File: config.mk
export PLATFORM = sky130hd
export DESIGN_NAME = uart_tx_arbiter
export DESIGN_NICKNAME = d
export VERILOG_FILES = /design/src/rtl/uart_tx_arbiter.sv
export SDC_FILE = /design/constraint.sdc
export NUM_CORES = 1
export LEC_CHECK = 0
export ABC_AREA = 0
export ABC_CLOCK_PERIOD_IN_PS = 4500
export BUFFER_PORTS_ARGS = -buffer_cell sky130_fd_sc_hd__buf_2
export CAP_MARGIN = 20
export CORE_ASPECT_RATIO = 0.7
export CORE_MARGIN = 2
export CORE_UTILIZATION = 52
export CTS_CLUSTER_SIZE = 24
export DETAILED_ROUTE_END_ITERATION = 6
export PLACE_DENSITY = 0.95
export RECOVER_POWER = 50
export SYNTH_ARGS = -nofsm -noshare
export SYNTH_HDL_FRONTEND = slang
export SYNTH_SLANG_ARGS = --single-unit
File: constraint.sdc
create_clock -name clk -period 4.5 [get_ports clk]
set_input_delay 0.675 -clock clk [delete_from_list [all_inputs] [get_ports clk]]
set_output_delay 0.675 -clock clk [all_outputs]
set_load 0.02 [all_outputs]
File: src/rtl/uart_tx_arbiter.sv
// Packet-level round-robin arbiter that shares the UART TX FIFO write port
// between NUM_REQ byte-stream producers, with forced release of stalled packets.
module uart_tx_arbiter #(
    parameter int unsigned NUM_REQ      = 4,
    parameter int unsigned DATA_BITS    = 8,
    parameter int unsigned IDLE_TIMEOUT = 1024
) (
    input  logic                           clk,
    input  logic                           n_rst,
    input  logic [NUM_REQ-1:0]             i_req_valid,
    input  logic [NUM_REQ*DATA_BITS-1:0]   i_req_data,
    input  logic [NUM_REQ-1:0]             i_req_last,
    output logic [NUM_REQ-1:0]             o_req_ready,
    output logic                           o_fifo_wr_en,
    output logic [DATA_BITS-1:0]           o_fifo_data,
    input  logic                           i_fifo_full,
    output logic [NUM_REQ-1:0]             o_grant,
    output logic                           o_busy,
    output logic                           o_timeout
);

    localparam int unsigned PTR_W = $clog2(NUM_REQ);
    localparam int unsigned CNT_W = (IDLE_TIMEOUT > 0) ? $clog2(IDLE_TIMEOUT + 1) : 1;

    typedef enum logic {
        ST_IDLE,
        ST_GRANT
    } state_t;

    state_t             state;
    logic [PTR_W-1:0]   ptr;
    logic [PTR_W-1:0]   g_idx;
    logic [PTR_W-1:0]   sel_idx;
    logic [PTR_W-1:0]   next_ptr;
    logic               sel_found;
    logic [CNT_W-1:0]   idle_cnt;
    logic               g_valid;
    logic               g_last;
    logic               xfer;
    logic               to_hit;

    // First valid requester searching upward from the round-robin pointer
    always_comb begin
        sel_found = 1'b0;
        sel_idx   = '0;
        for (int unsigned i = 0; i < NUM_REQ; i++) begin
            if (!sel_found && i_req_valid[PTR_W'((32'(ptr) + i) % NUM_REQ)]) begin
                sel_found = 1'b1;
                sel_idx   = PTR_W'((32'(ptr) + i) % NUM_REQ);
            end
        end
    end

    assign g_valid  = i_req_valid[g_idx];
    assign g_last   = i_req_last[g_idx];
    assign xfer     = (state == ST_GRANT) && g_valid && !i_fifo_full;
    assign next_ptr = (32'(g_idx) == NUM_REQ - 1) ? '0 : g_idx + PTR_W'(1);

    // Counter is one short of the limit and about to increment: release next cycle
    assign to_hit = (IDLE_TIMEOUT > 0) && (state == ST_GRANT) && !g_valid &&
                    (idle_cnt == CNT_W'(IDLE_TIMEOUT - 1));

    // Grant path to the FIFO write port; o_grant is zero when idle
    assign o_req_ready  = o_grant & {NUM_REQ{~i_fifo_full}};
    assign o_fifo_wr_en = xfer;
    assign o_fifo_data  = (state == ST_GRANT) ? i_req_data[32'(g_idx)*DATA_BITS +: DATA_BITS]
                                              : '0;

    always_ff @(posedge clk or negedge n_rst) begin
        if (!n_rst) begin
            state     <= ST_IDLE;
            ptr       <= '0;
            g_idx     <= '0;
            idle_cnt  <= '0;
            o_grant   <= '0;
            o_busy    <= 1'b0;
            o_timeout <= 1'b0;
        end else begin
            o_timeout <= 1'b0;
            case (state)
                ST_IDLE: begin
                    if (sel_found) begin
                        state    <= ST_GRANT;
                        g_idx    <= sel_idx;
                        o_grant  <= NUM_REQ'(1) << sel_idx;
                        o_busy   <= 1'b1;
                        idle_cnt <= '0;
                    end
                end
                ST_GRANT: begin
                    if (xfer) begin
                        idle_cnt <= '0;
                        if (g_last) begin
                            state   <= ST_IDLE;
                            o_grant <= '0;
                            o_busy  <= 1'b0;
                            ptr     <= next_ptr;
                        end
                    end else if (to_hit) begin
                        state     <= ST_IDLE;
                        o_grant   <= '0;
                        o_busy    <= 1'b0;
                        o_timeout <= 1'b1;
                        ptr       <= next_ptr;
                        idle_cnt  <= '0;
                    end else if (!g_valid && (idle_cnt != '1)) begin
                        // Backpressure (valid high, FIFO full) holds the counter
                        idle_cnt <= idle_cnt + CNT_W'(1);
                    end
                end
                default: state <= ST_IDLE;
            endcase
        end
    end

endmodule
==> run metrics, run 1 <==
Post-synth top cells=22 x dfrtp_1, 13 x nand2_1, 11 x and2_1; CTS root buffer=clkbuf_8; I/O Buffers=61; CP Class=reg2out; die area=0.00338 mm^2; Hold Crit Start=o_busy; Main synth FF type=dfrtp_1; power share of the clock group=0.126; via count=1,474; CP Launch Type=register; WHS Endpoint=o_busy; CP bufs+invs=1; # resized after CTS=0; worst rel slew slack=0.193; Fillers=217; area share of the largest cell type after synthesis=0.362; register area share after synthesis=0.362; post-CTS setup buffers=0; DR WL/cell=16.1 um; vias per std cell=6.12; Core Rows=16; drt drc=0; Setup crit end kind=primary output; CP max stage cell=dfrtp_1; critical-path cell list=mux4_2, and3_1, buf_2; H-tree depth=1; max cap viols=0; cell-internal power=0.541 mW; Initial Util=0.546; initial antenna violation count=0; DR iter-0 viols=96; Clock Latency Late Sink=0.26 ns; Clock Sinks=22; Slew Limit Fails=0; reg2reg setup slack=1.74 ns; CP max stage delay=0.78 ns; CTS buffer count=3; cts hold-fix bufs=0; Final Wtd Congestion=0.851; Overall Power=0.958 mW; Flop pwr share=0.361; grt total ovfl=0; Reg2Reg Depth=4; antenna-violating nets left=0; count leader, synth=dfrtp_1; Final Setup Violations=0; multi-input combinational cell area=925 um^2; register area=551 um^2; dominant cells by area after synthesis=dfrtp_1 36%, mux4_2 15%, and2_1 4.5%; reg-to-reg endpoint=idle_cnt[6]; core area=0.00278 mm^2; vias in the first global route=1,453; Peak VDD IR=0.355 mV; Total GRT Usage=0.254; Fin. Hold Viols=0; worst-margin pin slew=1.21 ns; Die Span Y=49.2 um; layout cells sized above 1=0.341; Min Hold Slack=0.494 ns; FMAX=355 MHz; CTS clk-pin slew, worst paths=0.07 ns; Critical Path AT=2.14 ns; largest net degree at the start of global routing=23; post-synthesis cell type count=39; Period minus WS final=2.81 ns; Synth Register Bits=22; Layout Nets=252; Syn Inst Count=148; Clock Skews=0.00199 ns; Area Overhead vs Synth=22.8%; Lkg Pwr=0.866 nW; diode count=0; area of the mapped netlist=0.00152 mm^2; Warnings, synthesis=0; CTS tree=yes; part of the cycle the worst path needs=0.625; die width=68.6 um; setup TNS=0 ns; part of the power in combinational logic=0.512; Post-DP HPWL=3080 um; R2R Path Start=g_idx[0]; outcome=finished clean; RSZ-0062 raised after global routing=false; ys async rst share=1.00; detailed-route wire length=3880 um; clock buffer depth=2; critical path required time=3.83 ns; switching share of power=0.435; Mapped Nets=193; Power Dens Cells=513 mW/mm^2; I/O pin total=62; DRT Pass-1 Iters=4; CP Max Fanout=13; area leader, netlist=dfrtp_1; EDFF count, synth=0; family with the most delay on the worst path=flip-flops; hold depth=1; NetSw=0.417 mW; Syn Area/Cell=10.3 um^2; class of the worst hold path=reg2reg; first-pass GRT wire length=6470 um
[power by group through the flow]
stage / combinational [mW] / clock [mW] / sequential (mW)
floorplan: 0.391 / 0 / 0.309
global placement: 0.482 / 0 / 0.344
global route: 0.530 / 0.130 / 0.357
CTS: 0.496 / 0.122 / 0.346
finish: 0.491 / 0.121 / 0.346
detailed placement: 0.495 / 0 / 0.347
[flip-flops by register name, summed over array words and instances, names as in the netlist]
name       cells
o_timeout      1
ptr            2
state          1
idle_cnt      11
o_busy         1
o_grant        4
g_idx          2
[area by class of cell]
type	count	share of cell area
Multi-Input combinational cell	116	0.495
Sequential cell	22	0.295
Timing Repair Buffer	61	0.158
Tap cell	36	0.0241
Clock buffer	3	0.0221
Inverter	3	0.00603
[kinds of logic (layout without fill, tap and decap cells)]
family          count (synthesis)  in the layout  synth area share
buf+inv                        10             67            0.0296
compound gates                 35             35             0.181
mux                            14             14             0.177
flops                          22             22             0.362
fa+ha+maj                       2              2            0.0165
simple gates                   65             65             0.234
[stage by stage]
step	area (um^2)	util	worst slack, ns	cells
after CTS	1880	0.675	1.66	241
after global routing	1870	0.671	1.52	241
after global placement	1840	0.660	1.81	238
after detailed placement	1840	0.660	1.71	238
after floorplan	1520	-	2.16	148
final	1870	0.671	1.69	241
[cell usage in the layout, fill, tap and decap left out, types with 2 or more instances in the layout]
cell type	n
nand2b_1	3
nor4_1	2
a21oi_1	6
nand3_1	10
o211ai_1	4
ha_1	2
a21o_1	2
nand4_1	2
inv_1	3
or3_1	2
nor3_1	2
o2bb2ai_1	4
mux2_2	3
clkbuf_8	3
clkbuf_1	9
o21a_1	2
o31ai_1	3
nand2_1	13
or4_1	5
and2_1	11
dfrtp_1	22
o21ai_0	5
nor2_1	6
and3_1	2
nor2b_1	5
mux4_2	10
buf_2	52
[worst max path at each step]
| stage | from | to | slack, ns | cells after the start |
|---|---|---|---|---|
| floorplan | g_idx[0] | o_fifo_data[0] | 2.16 | 3 |
| global placement | g_idx[0] | idle_cnt[2] | 1.81 | 4 |
| detailed placement | g_idx[0] | idle_cnt[6] | 1.71 | 4 |
| CTS | g_idx[0] | o_fifo_wr_en | 1.66 | 3 |
| global route | g_idx[0] | idle_cnt[0] | 1.52 | 4 |
| finish | g_idx[0] | o_fifo_wr_en | 1.69 | 3 |
[metal layers]
layer	vias up	track usage	routed length, um
met5	-	0	0
met2	73	0.380	1820
met3	6	0.0577	290
met4	0	0.0667	39
li1	689	-	-
met1	706	0.368	1730
[worst reg2reg max path: cells and delay by family, from the launching register on]
| kind | cells | cell delay [ns] |
|---|---|---|
| DFF | 1 | 0.78 |
| muxes | 1 | 0.68 |
| AOI/OAI and AO/OA | 3 | 1.22 |
Power figures use the tool's default switching activity.
==> run 2, diff against run 1 <==
- ABC_CLOCK_PERIOD_IN_PS: 4500 -> 2700
- CORE_UTILIZATION: 52 -> 48
- PLACE_DENSITY: 0.95 -> 0.91
- clock period: 4.5 -> 2.7 ns (I/O delays scaled with it)
==> run metrics, run 2 (synthesis results as in run 1) <==
outcome=finished clean (unchanged); detailed-route wire length=3870 um (was 3880 um); DR WL/cell=15.7 um (was 16.1 um); CP Class=reg2reg (was reg2out); Critical Path AT=2.38 ns (was 2.14 ns); NetSw=0.698 mW (was 0.417 mW); Biggest register=idle_cnt (unchanged); cts hold-fix bufs=0 (unchanged); antenna-violating nets left=0 (unchanged); drt drc=0 (unchanged); DRT Pass-1 Iters=4 (unchanged); switching share of power=0.430 (was 0.435); die area=0.00364 mm^2 (was 0.00338 mm^2); clock buffer depth=2 (unchanged); reg2reg setup slack=0.50 ns (was 1.74 ns); Area Overhead vs Synth=24.9% (was 22.8%); DR iter-0 viols=104 (was 96); CP bufs+invs=1 (unchanged); critical-path cell list=mux4_2, nand3_1, o41ai_4, buf_4, or4_1, a21oi_1 (was mux4_2, and3_1, buf_2); FMAX=455 MHz; I/O Buffers=61 (unchanged); Fin. Hold Viols=0 (unchanged); setup TNS=0 ns (unchanged); I/O pin total=62 (unchanged); Lkg Pwr=0.881 nW (was 0.866 nW); CP max stage cell=mux4_2 (was dfrtp_1); max cap viols=0 (unchanged); RSZ-0062 raised after global routing=false (unchanged); core area=0.00308 mm^2 (was 0.00278 mm^2); Fillers=240 (was 217); die width=71.3 um (was 68.6 um); worst rel slew slack=0.232 (was 0.193); Clock Latency Late Sink=0.26 ns (about the same); CTS buffer count=3 (unchanged); Final Setup Violations=0 (unchanged); diode count=0 (unchanged); post-layout util=0.615 (was 0.671); vias per std cell=5.87 (was 6.12); power share of the clock group=0.123 (was 0.126); cell-internal power=0.924 mW (was 0.541 mW); # resized after CTS=0 (unchanged); CTS root buffer=clkbuf_8 (unchanged); initial antenna violation count=0 (unchanged); CP Launch Type=register (unchanged); Setup crit end kind=register (was primary output); Core Rows=17 (was 16); part of the cycle the worst path needs=0.814; worst-margin pin slew=1.15 ns (was 1.21 ns); Layout Nets=256 (was 252); vias in the first global route=1,430 (was 1,453); H-tree depth=1 (unchanged); Clock Sinks=22 (unchanged); CTS clk-pin slew, worst paths=0.08 ns (was 0.07 ns); multi-input combinational cell area=925 um^2 (unchanged); max FFs per register=11 (unchanged); Min Hold Slack=0.342 ns (was 0.494 ns); Clock Skews=0.00801 ns (was 0.00199 ns); Period minus WS final=2.20 ns; Post-DP HPWL=3130 um (was 3080 um); family with the most delay on the worst path=simple AND/OR/NAND/NOR gates (was flip-flops); largest net degree at the start of global routing=23 (unchanged); Largest regs=idle_cnt: 11 flops, o_grant: 4 flops (unchanged); class of the worst hold path=in2async (was reg2reg); critical path required time=2.89 ns (was 3.83 ns); via count=1,450 (was 1,474); CP Max Fanout=19 (was 13); Overall Power=1.62 mW (was 0.958 mW); commonest non-fill, non-tap cells in the layout=51 x buf_2, 22 x dfrtp_1, 13 x nand2_1, 11 x and2_1 (was 52 x buf_2, 22 x dfrtp_1, 13 x nand2_1, 11 x and2_1); post-CTS setup buffers=0 (unchanged); Peak VDD IR=0.606 mV (was 0.355 mV); layout cells sized above 1=0.349 (was 0.341); first-pass GRT wire length=6640 um (was 6470 um); Final Wtd Congestion=0.801 (was 0.851); commonest non-fill, non-tap cell in the layout=buf_2 (unchanged); register area=551 um^2 (unchanged); grt total ovfl=0 (unchanged); CP max stage delay=0.60 ns (was 0.78 ns); Power Dens Cells=855 mW/mm^2 (was 513 mW/mm^2); Die Span Y=51.1 um (was 49.2 um); Initial Util=0.493 (was 0.546); CTS tree=yes (unchanged); Total GRT Usage=0.235 (was 0.254); Flop pwr share=0.320 (was 0.361); part of the power in combinational logic=0.557 (was 0.512); Slew Limit Fails=0 (unchanged)
## run 2: cell count changes in the layout (fill, tap and decap cells not counted), sizes merged
cell,delta
buf,+3
clkbuf,+1
## run 2: area by class of cell
class,count,share of cell area
Sequential cell,22,0.290
Tap cell,38,0.0250
Timing Repair Buffer,65,0.170
Inverter,3,0.00593
Clock buffer,3,0.0218
Multi-Input combinational cell,116,0.487
## run 2: worst register-to-register path, cell delays in order, from the launching register on
cell,delay (ns)
dfrtp_1,0.37
mux4_2,0.60
nand3_1,0.17
o41ai_4,0.09
buf_4,0.20
or4_1,0.52
a21oi_1,0.18
## run 2: through the flow
step           worst slack, ns  area (um^2)  instances
2_1_floorplan            0.630         1520        148
6_report                 0.502         1900        247
3_5_place_dp             0.361         1870        244
5_1_grt                  0.414         1900        247
4_1_cts                  0.478         1910        247
3_3_place_gp             0.463         1870        244
## run 2: power by group through the flow
stage          Clock (mW)  Sequential (mW)  Combinational, mW
2_1_floorplan           0            0.516              0.651
3_3_place_gp            0            0.516              0.891
3_5_place_dp            0            0.520              0.916
4_1_cts             0.203            0.516              0.919
5_1_grt             0.220            0.534              0.984
6_report            0.199            0.519              0.904
## run 2: final timing paths
kind,depth (start not counted),endpoint,from
min in group clk,1,o_busy,o_busy
max reg2reg,6,idle_cnt[9],g_idx[0]
max,6,idle_cnt[9],g_idx[0]
min reg2reg,1,o_busy,o_busy
min,1,idle_cnt[2],n_rst
max in group asynchronous,1,idle_cnt[10],n_rst
## run 2: layer usage
metal / track usage / up-vias / wire, um
li1: - / 689 / -
met1: 0.325 / 711 / 1710
met5: 0 / - / 0
met4: 0.0409 / 0 / 15
met2: 0.390 / 46 / 1890
met3: 0.0493 / 4 / 259
==> run 3, diff against run 2 <==
- ABC_CLOCK_PERIOD_IN_PS: 2700 -> 1950
- CORE_UTILIZATION: 48 -> 43
- PLACE_DENSITY: 0.91 -> 0.86
- clock period: 2.7 -> 1.95 ns (I/O delays scaled with it)
==> run metrics, run 3 (synthesis results as in run 1) <==
outcome=finished, violations left (was finished clean); failing checks=setup timing; core area=0.00345 mm^2 (was 0.00308 mm^2); die width=75.1 um (was 71.3 um); max FFs per register=11 (unchanged); Placement Cell Area=0.00202 mm^2 (was 0.00187 mm^2); CP Class=reg2reg (unchanged); clock buffer depth=2 (unchanged); Critical Path AT=2.21 ns (was 2.38 ns); Fin. Hold Viols=0 (unchanged); Clock Skews=0.0100 ns (was 0.00801 ns); final worst slack=-0.0910 ns (was 0.502 ns); initial antenna violation count=0 (unchanged); H-tree depth=1 (unchanged); commonest non-fill, non-tap cells in the layout=59 x buf_2, 30 x buf_4, 22 x dfrtp_1, 13 x nand2_1, 11 x and2_1 (was 51 x buf_2, 22 x dfrtp_1, 13 x nand2_1, 11 x and2_1); Die Span Y=53.7 um (was 51.1 um); DRT Pass-1 Iters=4 (unchanged); Power Dens Cells=1200 mW/mm^2 (was 855 mW/mm^2); Largest regs=idle_cnt: 11 flops, o_grant: 4 flops (unchanged); Area Overhead vs Synth=50.0% (was 24.9%); DR iter-0 viols=128 (was 104); Initial Util=0.441 (was 0.493); reg2reg setup slack=-0.09 ns (was 0.50 ns); FMAX=490 MHz (was 455 MHz); CP max stage cell=mux4_2 (unchanged); I/O pin total=62 (unchanged); multi-input combinational cell area=0.00102 mm^2 (was 925 um^2); family with the most delay on the worst path=multiplexers (was simple AND/OR/NAND/NOR gates); critical-path cell list=mux4_2, buf_4, nor4_4, o21a_1, mux2_2 (was mux4_2, nand3_1, o41ai_4, buf_4, or4_1, a21oi_1); Total GRT Usage=0.249 (was 0.235); CTS root buffer=clkbuf_8 (unchanged); Final Setup Violations=17 (was 0); class of the worst hold path=in2async (unchanged); Fillers=255 (was 240); vias in the first global route=1,556 (was 1,430); antenna-violating nets left=0 (unchanged); Clock Latency Late Sink=0.27 ns (was 0.26 ns); Biggest register=idle_cnt (unchanged); diode count=0 (unchanged); register area=551 um^2 (unchanged); Final Wtd Congestion=0.858 (was 0.801); largest net degree at the start of global routing=23 (unchanged); worst-margin pin slew=1.23 ns (was 1.15 ns); first-pass GRT wire length=7530 um (was 6640 um); layout cells sized above 1=0.536 (was 0.349); CTS tree=yes (unchanged); max cap viols=0 (unchanged); pre-CTS WS=-0.166 ns (was 0.361 ns); worst rel slew slack=0.178 (was 0.232); part of the cycle the worst path needs=1.05 (was 0.814); RSZ-0062 raised after global routing=true (was false); CP Launch Type=register (unchanged); Peak VDD IR=0.815 mV (was 0.606 mV); cts hold-fix bufs=0 (unchanged); die area=0.00403 mm^2 (was 0.00364 mm^2); Slew Limit Fails=0 (unchanged); Setup crit end kind=register (unchanged); Clock Sinks=22 (unchanged); critical path required time=2.12 ns (was 2.89 ns); Lkg Pwr=1.11 nW (was 0.881 nW); Post-DP HPWL=3200 um (was 3130 um); I/O Buffers=61 (unchanged); CP bufs+invs=1 (unchanged); DR WL/cell=16.7 um (was 15.7 um); grt total ovfl=0 (unchanged); CP Max Fanout=4 (was 19); Period minus WS final=2.04 ns (was 2.20 ns); Layout Nets=285 (was 256); detailed-route wire length=4810 um (was 3870 um); CTS clk-pin slew, worst paths=0.09 ns (was 0.08 ns); drt drc=0 (unchanged); Overall Power=2.74 mW (was 1.62 mW); vias per std cell=5.63 (was 5.87); design area=0.00228 mm^2 (was 0.00190 mm^2); commonest non-fill, non-tap cell in the layout=buf_2 (unchanged); CTS buffer count=3 (unchanged); via count=1,628 (was 1,450); Core Rows=18 (was 17); CP max stage delay=0.57 ns (was 0.60 ns)
[run 3: where the power goes]
group          switching, mW  internal (mW)  total [mW]
combinational          0.867          0.857        1.72
clock                  0.158          0.180       0.338
sequential            0.0999          0.574       0.673
total                   1.12           1.61        2.74
[run 3: worst paths after layout]
check,from,to,cells past startpoint
setup / recovery,g_idx[0],ptr[0],5
hold / removal,n_rst,idle_cnt[2],1
setup reg to reg,g_idx[0],ptr[0],5
hold reg to reg,o_busy,o_busy,1
max in group asynchronous,n_rst,o_grant[0],1
min in group clk,o_busy,o_busy,1
[run 3: what timing repair did]
action / in CTS / in global routing
buffers inserted: 7 / 5
endpoints found under the setup margin: 25 / 26
pin swaps: 6 / 5
resized for setup: 6 / 20
[run 3: layout make-up]
cell class,count,area share
clock buffer,4,0.0241
tap,50,0.0274
multi-input combinational,116,0.449
timing repair buffer,94,0.253
inverter,3,0.00494
sequential,22,0.241
[run 3: metal layers]
metal	routed length (um)	up-vias	GRT usage
met3	199	19	0.0449
met4	121	0	0.0298
met1	2150	798	0.363
met2	2340	61	0.402
met5	0	-	0
li1	-	750	-
[run 3: metrics by stage]
step | TNS [ns] | utilization | hold WS [ns] | instances
6_report | -0.808 | 0.662 | 0.254 | 289
3_3_place_gp | -0.897 | 0.585 | 0.282 | 273
3_5_place_dp | -1.73 | 0.585 | 0.293 | 273
2_1_floorplan | -0.135 | - | -0.00309 | 148
5_1_grt | -2.48 | 0.662 | 0.372 | 289
4_1_cts | -1.18 | 0.625 | 0.00634 | 284
